**src/rtl/dut_vector_engine_if.sv**
```systemverilog
// rtl/dut_vector_engine_if.sv - FIFO and DUT-pin bundle for the vector engine
interface dut_vector_engine_if #(
    parameter int STF_WIDTH = 24,
    parameter int RTF_WIDTH = 24,
    parameter int DIF_WIDTH = 32
);
    logic [STF_WIDTH-1:0] sfifo_data;
    logic                 sfifo_rdreq;
    logic                 sfifo_rdempty;
    logic [DIF_WIDTH-1:0] dififo_data;
    logic                 dififo_rdreq;
    logic                 dififo_rdempty;
    logic [RTF_WIDTH-1:0] rfifo_data;
    logic                 rfifo_wrreq;
    logic                 rfifo_wrfull;
    logic [STF_WIDTH-1:0] mosi_data;
    logic [RTF_WIDTH-1:0] miso_data;

    modport master (
        input  sfifo_data, sfifo_rdempty,
        output sfifo_rdreq,
        input  dififo_data, dififo_rdempty,
        output dififo_rdreq,
        output rfifo_data, rfifo_wrreq,
        input  rfifo_wrfull,
        output mosi_data,
        input  miso_data
    );

    modport slave (
        output sfifo_data, sfifo_rdempty,
        input  sfifo_rdreq,
        output dififo_data, dififo_rdempty,
        input  dififo_rdreq,
        input  rfifo_data, rfifo_wrreq,
        output rfifo_wrfull,
        input  mosi_data,
        output miso_data
    );
endinterface

```
**src/rtl/dut_vector_engine.sv**
```systemverilog
// rtl/dut_vector_engine.sv - command decoder and stimulus/response burst engine
// Single clock domain; the DUT clock is a register muxed onto selected mosi pins.
module dut_vector_engine #(
    parameter int STF_WIDTH = 24,
    parameter int RTF_WIDTH = 24,
    parameter int CMD_WIDTH = 8,
    parameter int DIF_WIDTH = CMD_WIDTH + STF_WIDTH,
    parameter int DLY_WIDTH = 4,
    parameter int CNT_WIDTH = 16
) (
    input  logic                 clock,
    input  logic                 reset_n,
    dut_vector_engine_if.master  bus,
    output logic                 busy,
    output logic                 cmd_err,
    output logic [CNT_WIDTH-1:0] vec_done
);
    localparam logic [CMD_WIDTH-1:0] CMD_NOP   = CMD_WIDTH'(0);
    localparam logic [CMD_WIDTH-1:0] CMD_MUXES = CMD_WIDTH'(1);
    localparam logic [CMD_WIDTH-1:0] CMD_DELAY = CMD_WIDTH'(2);
    localparam logic [CMD_WIDTH-1:0] CMD_MASK  = CMD_WIDTH'(3);
    localparam logic [CMD_WIDTH-1:0] CMD_RUN   = CMD_WIDTH'(4);

    typedef enum logic [2:0] {
        IDLE, DECODE, FETCH, CLK_HI, SETTLE, CAPTURE
    } state_t;

    state_t               state;
    logic [DIF_WIDTH-1:0] cmd_q;
    logic [STF_WIDTH-1:0] mosi_q;
    logic [STF_WIDTH-1:0] clk_sel;
    logic [STF_WIDTH-1:0] remaining;
    logic                 dut_clk_q;
    logic [RTF_WIDTH-1:0] resp_q;
    logic [RTF_WIDTH-1:0] mask;
    logic [DLY_WIDTH-1:0] dly;
    logic [DLY_WIDTH-1:0] settle_cnt;

    logic [CMD_WIDTH-1:0] cmd_code;
    logic [STF_WIDTH-1:0] payload;

    assign cmd_code = cmd_q[DIF_WIDTH-1 -: CMD_WIDTH];
    assign payload  = cmd_q[STF_WIDTH-1:0];

    // Strobes are gated by reset_n so nothing is acknowledged while reset is held.
    assign bus.dififo_rdreq = reset_n && (state == IDLE)    && !bus.dififo_rdempty;
    assign bus.sfifo_rdreq  = reset_n && (state == FETCH)   && !bus.sfifo_rdempty;
    assign bus.rfifo_wrreq  = reset_n && (state == CAPTURE) && !bus.rfifo_wrfull;
    assign bus.rfifo_data   = resp_q;
    assign bus.mosi_data    = (clk_sel & {STF_WIDTH{dut_clk_q}}) | (~clk_sel & mosi_q);
    assign busy             = (state != IDLE);

    always_ff @(posedge clock) begin
        if (!reset_n) begin
            state      <= IDLE;
            cmd_q      <= '0;
            mosi_q     <= '0;
            clk_sel    <= '0;
            remaining  <= '0;
            dut_clk_q  <= 1'b0;
            resp_q     <= '0;
            mask       <= '1;
            dly        <= DLY_WIDTH'(1);
            settle_cnt <= '0;
            cmd_err    <= 1'b0;
            vec_done   <= '0;
        end else begin
            case (state)
                IDLE: begin
                    if (bus.dififo_rdreq) begin
                        cmd_q <= bus.dififo_data;
                        state <= DECODE;
                    end
                end
                DECODE: begin
                    state <= IDLE;
                    case (cmd_code)
                        CMD_NOP:   ;
                        CMD_MUXES: clk_sel <= payload;
                        CMD_DELAY: dly     <= payload[DLY_WIDTH-1:0];
                        CMD_MASK:  mask    <= RTF_WIDTH'(payload);
                        CMD_RUN: begin
                            remaining <= payload;
                            if (payload != '0) state <= FETCH;
                        end
                        default:   cmd_err <= 1'b1;
                    endcase
                end
                FETCH: begin
                    if (bus.sfifo_rdreq) begin
                        mosi_q    <= bus.sfifo_data;
                        dut_clk_q <= 1'b0;
                        state     <= CLK_HI;
                    end
                end
                CLK_HI: begin
                    dut_clk_q  <= 1'b1;
                    settle_cnt <= (dly == '0) ? DLY_WIDTH'(1) : dly;
                    state      <= SETTLE;
                end
                SETTLE: begin
                    if (settle_cnt == DLY_WIDTH'(1)) begin
                        resp_q <= bus.miso_data & mask;
                        state  <= CAPTURE;
                    end else begin
                        settle_cnt <= settle_cnt - DLY_WIDTH'(1);
                    end
                end
                CAPTURE: begin
                    if (bus.rfifo_wrreq) begin
                        remaining <= remaining - STF_WIDTH'(1);
                        vec_done  <= vec_done + CNT_WIDTH'(1);
                        state     <= (remaining == STF_WIDTH'(1)) ? IDLE : FETCH;
                    end
                end
                default: state <= IDLE;
            endcase
        end
    end
endmodule

```
**src/flat_wrapper.sv**
```systemverilog
// flat-port wrapper written by rule: the top's interface ports become plain ports
module dut_vector_engine_flat 
#(
    parameter int STF_WIDTH = 24,
    parameter int RTF_WIDTH = 24,
    parameter int CMD_WIDTH = 8,
    parameter int DIF_WIDTH = CMD_WIDTH + STF_WIDTH,
    parameter int DLY_WIDTH = 4,
    parameter int CNT_WIDTH = 16
)
  (clock, reset_n, busy, cmd_err, vec_done, bus_sfifo_data, bus_sfifo_rdempty, bus_sfifo_rdreq, bus_dififo_data, bus_dififo_rdempty, bus_dififo_rdreq, bus_rfifo_data, bus_rfifo_wrreq, bus_rfifo_wrfull, bus_mosi_data, bus_miso_data);
  dut_vector_engine_if #(.STF_WIDTH(STF_WIDTH), .RTF_WIDTH(RTF_WIDTH), .DIF_WIDTH(DIF_WIDTH)) bus_i ();
  input  logic clock;
  input  logic reset_n;
  output logic busy;
  output logic cmd_err;
  output logic [CNT_WIDTH-1:0] vec_done;
  input wire logic [$bits(bus_i.sfifo_data)-1:0] bus_sfifo_data;
  input wire logic [$bits(bus_i.sfifo_rdempty)-1:0] bus_sfifo_rdempty;
  output wire logic [$bits(bus_i.sfifo_rdreq)-1:0] bus_sfifo_rdreq;
  input wire logic [$bits(bus_i.dififo_data)-1:0] bus_dififo_data;
  input wire logic [$bits(bus_i.dififo_rdempty)-1:0] bus_dififo_rdempty;
  output wire logic [$bits(bus_i.dififo_rdreq)-1:0] bus_dififo_rdreq;
  output wire logic [$bits(bus_i.rfifo_data)-1:0] bus_rfifo_data;
  output wire logic [$bits(bus_i.rfifo_wrreq)-1:0] bus_rfifo_wrreq;
  input wire logic [$bits(bus_i.rfifo_wrfull)-1:0] bus_rfifo_wrfull;
  output wire logic [$bits(bus_i.mosi_data)-1:0] bus_mosi_data;
  input wire logic [$bits(bus_i.miso_data)-1:0] bus_miso_data;
  assign bus_i.sfifo_data = bus_sfifo_data;
  assign bus_i.sfifo_rdempty = bus_sfifo_rdempty;
  assign bus_sfifo_rdreq = bus_i.sfifo_rdreq;
  assign bus_i.dififo_data = bus_dififo_data;
  assign bus_i.dififo_rdempty = bus_dififo_rdempty;
  assign bus_dififo_rdreq = bus_i.dififo_rdreq;
  assign bus_rfifo_data = bus_i.rfifo_data;
  assign bus_rfifo_wrreq = bus_i.rfifo_wrreq;
  assign bus_i.rfifo_wrfull = bus_rfifo_wrfull;
  assign bus_mosi_data = bus_i.mosi_data;
  assign bus_i.miso_data = bus_miso_data;
  dut_vector_engine #(.STF_WIDTH(STF_WIDTH), .RTF_WIDTH(RTF_WIDTH), .CMD_WIDTH(CMD_WIDTH), .DIF_WIDTH(DIF_WIDTH), .DLY_WIDTH(DLY_WIDTH), .CNT_WIDTH(CNT_WIDTH)) u_core (.clock(clock), .reset_n(reset_n), .bus(bus_i), .busy(busy), .cmd_err(cmd_err), .vec_done(vec_done));
endmodule
```
**config.mk**
```make
export PLATFORM = sky130hd
export DESIGN_NAME = dut_vector_engine_flat
export DESIGN_NICKNAME = d
export VERILOG_FILES = /design/src/rtl/dut_vector_engine_if.sv /design/src/rtl/dut_vector_engine.sv /design/src/flat_wrapper.sv
export SDC_FILE = /design/constraint.sdc
export NUM_CORES = 1
export LEC_CHECK = 0
export CAP_MARGIN = 20
export CORE_ASPECT_RATIO = 0.5
export CORE_MARGIN = 4
export CORE_UTILIZATION = 52
export CTS_CLUSTER_SIZE = 25
export DETAILED_ROUTE_END_ITERATION = 10
export PLACE_DENSITY = 0.88
export SKIP_CTS_REPAIR_TIMING = 1
export SYNTH_ARGS = -nofsm -noshare
export SYNTH_HDL_FRONTEND = slang
export SYNTH_SLANG_ARGS = --single-unit
```
**constraint.sdc**
```tcl
create_clock -name clock -period 2.6 [get_ports clock]
set_input_delay 0.65 -clock clock [delete_from_list [all_inputs] [get_ports clock]]
set_output_delay 0.65 -clock clock [all_outputs]
set_load 0.05 [all_outputs]
```
==> out/qor.yml <==
run_status: "complete, no violations"
number_of_antenna_violations_at_the_first_check_in_global_routing: 0
first_global_vias: 7146
ys_seq_elements: 181
min_path_cells: 2
post-dp-hpwl_mm: 15.1
synthCells: 976
synthFlopType: "sky130_fd_sc_hd__dfxtp_1"
layout.cells.most_common_list: "sky130_fd_sc_hd__nand2_1 (268), sky130_fd_sc_hd__dfxtp_1 (181), sky130_fd_sc_hd__clkdlybuf4s50_1 (124), sky130_fd_sc_hd__nand3_1 (117), sky130_fd_sc_hd__a21oi_1 (80)"
overflow: 0
synth_cell_types: 65
timing.critical_path.cells: "nor2b_1, nand3_1, inv_2, buf_12"
fin_worst_skew_ns: 0.00818
postPlaceCellArea_um2: 9390
layout.core_utilization: 0.691
regToRegEndpoint: "u_core.remaining[12]"
min-delay-start: "u_core.mosi_q[12]"
grt_start_max_net_pins: 63
timing.final.setup_violations: 0
cap_viol_max_count: 0
top_achievable_clock_speed_ghz: 0.405
pwr_density_cell_nw_per_um2: 660
clk_latency_ns: 0.42
synthesis.area_per_instance_um2: 7.92
critPathMaxStageDelay_ns: 0.56
clock_tree.root_cell: "sky130_fd_sc_hd__clkbuf_16"
setup-tns-final_ns: 0
synth-seq-area-share: 0.469
slew_headroom: 0.609
dp_slack_ns: 0.0620
reg2regPathDepth: 5
fp.coreArea_um2: 14500
wire_per_inst_um: 16.7
final_common_cell: "sky130_fd_sc_hd__nand2_1"
h-tree-depth: 4
crit_path_start_kind: "flop"
standard_cell_rows: 31
timing.final.max_slew_violations: 0
grt_util_all_layers: 0.257
diodes: 0
synth-warning-count: 0
floorplan.die.width_um: 180
avgViaCountPerCell: 5.70
initial_core_utilization: 0.533
critical_path.slowest_cell: "sky130_fd_sc_hd__dfxtp_1"
grt_first_pass_wirelength_mm: 35.9
postLayoutSetupSlackWorst_ns: 0.130
design.die.area_um2: 17000
min_to: "u_core.mosi_q[12]"
drive_gt1_frac: 0.110
timing.critical_path.to_type: "primary output"
numClockSinks: 181
synth_area_um2: 7730
asyncSetResetFlopFracSynth: 0
drt_wl_total_mm: 22.0
regToRegSetupSlack_ns: 0.31
dieHeight_um: 94.2
timing_worst_setup_path_type: "reg -> out"
cts_tree: "done"
post_route_ant_nets: 0
clkSlewWorstSetupHoldPaths_ns: 0.07
final_net_count: 1199
first_pass_detailed_route_iteration_total: 7
layout.filler_cells: 1131
finalInstanceArea_um2: 10000
unrepaired_setup_endpoints_after_global_routing: "no"
synth-edff-count: 0
number_of_design_rule_violations_left_after_detail_routing: 0
area.growth.synth_to_final_pct: 29.6
drtIter0Drc: 663
io_pins: 154
clock_tree.buffer_depth: 2
timing.critical_path.arrival_ns: 1.82
hold_ws_ns: 0.450
cts_bufs_inserted: 17
timing.hold.worst.class: "reg -> reg"
period_utilization: 0.950
timing_hold_violations_final: 0
cp.required_ns: 1.95
numPortBuffers: 153
path_max_fanout: 14
num_vias: 7528
mappedNetlistNets: 1066
gp_congestion: 0.935
vdd_drop_max_uv: 552
worstReg2RegStart: "u_core.state[0]"
min_period_ns: 2.47
leakagePower_nw: 3.97
tightest_slew_ns: 0.587
-- synth_stat cells, types with 4 or more instances --
| cell | count | area, um^2 |
|---|---|---|
| sky130_fd_sc_hd__a211oi_1 | 9 | 67.6 |
| sky130_fd_sc_hd__a21oi_1 | 80 | 400 |
| sky130_fd_sc_hd__buf_1 | 7 | 26.3 |
| sky130_fd_sc_hd__buf_2 | 9 | 45.0 |
| sky130_fd_sc_hd__buf_4 | 4 | 30.0 |
| sky130_fd_sc_hd__clkbuf_1 | 41 | 154 |
| sky130_fd_sc_hd__dfxtp_1 | 181 | 3620 |
| sky130_fd_sc_hd__ha_1 | 5 | 62.6 |
| sky130_fd_sc_hd__inv_1 | 10 | 37.5 |
| sky130_fd_sc_hd__mux2_2 | 24 | 270 |
| sky130_fd_sc_hd__mux2i_1 | 5 | 50.1 |
| sky130_fd_sc_hd__nand2_1 | 268 | 1010 |
| sky130_fd_sc_hd__nand3_1 | 117 | 586 |
| sky130_fd_sc_hd__nand4_1 | 7 | 43.8 |
| sky130_fd_sc_hd__nor2_1 | 49 | 184 |
| sky130_fd_sc_hd__nor3_1 | 17 | 85.1 |
| sky130_fd_sc_hd__nor4_1 | 12 | 75.1 |
| sky130_fd_sc_hd__o211ai_1 | 6 | 45.0 |
| sky130_fd_sc_hd__o21a_1 | 7 | 52.6 |
| sky130_fd_sc_hd__o21ai_0 | 24 | 120 |
| sky130_fd_sc_hd__o22ai_1 | 6 | 37.5 |
| sky130_fd_sc_hd__o31ai_1 | 5 | 37.5 |
| sky130_fd_sc_hd__or3_1 | 7 | 43.8 |
| sky130_fd_sc_hd__xnor2_1 | 9 | 78.8 |
-- layer usage --
metal | vias up | share of wire | track usage
met2 | 318 | 0.45 | 0.408
li1 | 3657 | - | -
met1 | 3516 | 0.44 | 0.342
met4 | 0 | 0.015 | 0.0767
met3 | 37 | 0.095 | 0.0739
met5 | - | 0 | 0
-- area by class of cell --
class / count / area (um^2) / share of cell area
clock inverter: 15 / 203 / 0.0202
sequential: 181 / 3620 / 0.362
tap: 198 / 248 / 0.0247
inverter: 13 / 48.8 / 0.00487
clock buffer: 17 / 425 / 0.0425
timing repair buffer: 176 / 1680 / 0.168
multi-input combinational: 720 / 3790 / 0.378
-- critical path, delay by kind of cell, from the launching register on --
family | cells | cell delay (ns)
DFF | 1 | 0.56
and+or+nand+nor | 2 | 0.50
buffers and inverters | 2 | 0.34
-- metrics by stage --
step                      instances  power (W)
after floorplan                 976    0.00354
after global placement         1288    0.00388
after detailed placement       1288    0.00390
after CTS                      1320    0.00662
after global routing           1320    0.00683
final                          1320    0.00661
-- logic make-up (layout without fill, tap and decap cells) --
| kind of cell | after synthesis | in the layout | synth area share |
|---|---|---|---|
| flip-flops | 181 | 181 | 0.469 |
| AND/OR/NAND/NOR | 513 | 513 | 0.302 |
| multiplexers | 29 | 29 | 0.0414 |
| AO/OA/AOI/OAI | 162 | 162 | 0.126 |
| adder cells (fa/ha/maj) | 5 | 5 | 0.00809 |
| XOR/XNOR | 11 | 11 | 0.0125 |
| buffers and inverters | 75 | 221 | 0.0408 |
-- sequential cells by signal (all words and copies together) (netlist names) --
register / count
u_core.settle_cnt: 4
u_core.cmd_err: 1
u_core.dly: 4
u_core.bus.rfifo_data: 24
u_core.cmd_q: 32
u_core.vec_done: 16
u_core.remaining: 24
u_core.mosi_q: 24
u_core.clk_sel: 24
u_core.mask: 24
u_core.dut_clk_q: 1
u_core.state: 3
-- power by group --
| group | switching, W | total, W | internal, W |
|---|---|---|---|
| logic | 0.000462 | 0.000805 | 0.000343 |
| registers | 0.000179 | 0.00306 | 0.00288 |
| clock network | 0.00113 | 0.00275 | 0.00162 |
-- worst max-delay path by stage --
stage / end / slack [ns] / depth (start not counted) / start
4_1_cts: bus_sfifo_rdreq / 0.13 / 4 / u_core.state[1]
3_3_place_gp: bus_sfifo_rdreq / 0.14 / 5 / bus_sfifo_rdempty
6_report: bus_sfifo_rdreq / 0.13 / 4 / u_core.state[1]
5_1_grt: bus_sfifo_rdreq / 0.05 / 4 / u_core.state[1]
2_1_floorplan: bus_sfifo_rdreq / 0.19 / 4 / bus_sfifo_rdempty
3_5_place_dp: u_core.vec_done[11] / 0.06 / 5 / bus_rfifo_wrfull
Note: power is estimated with default switching activity, not from simulation.
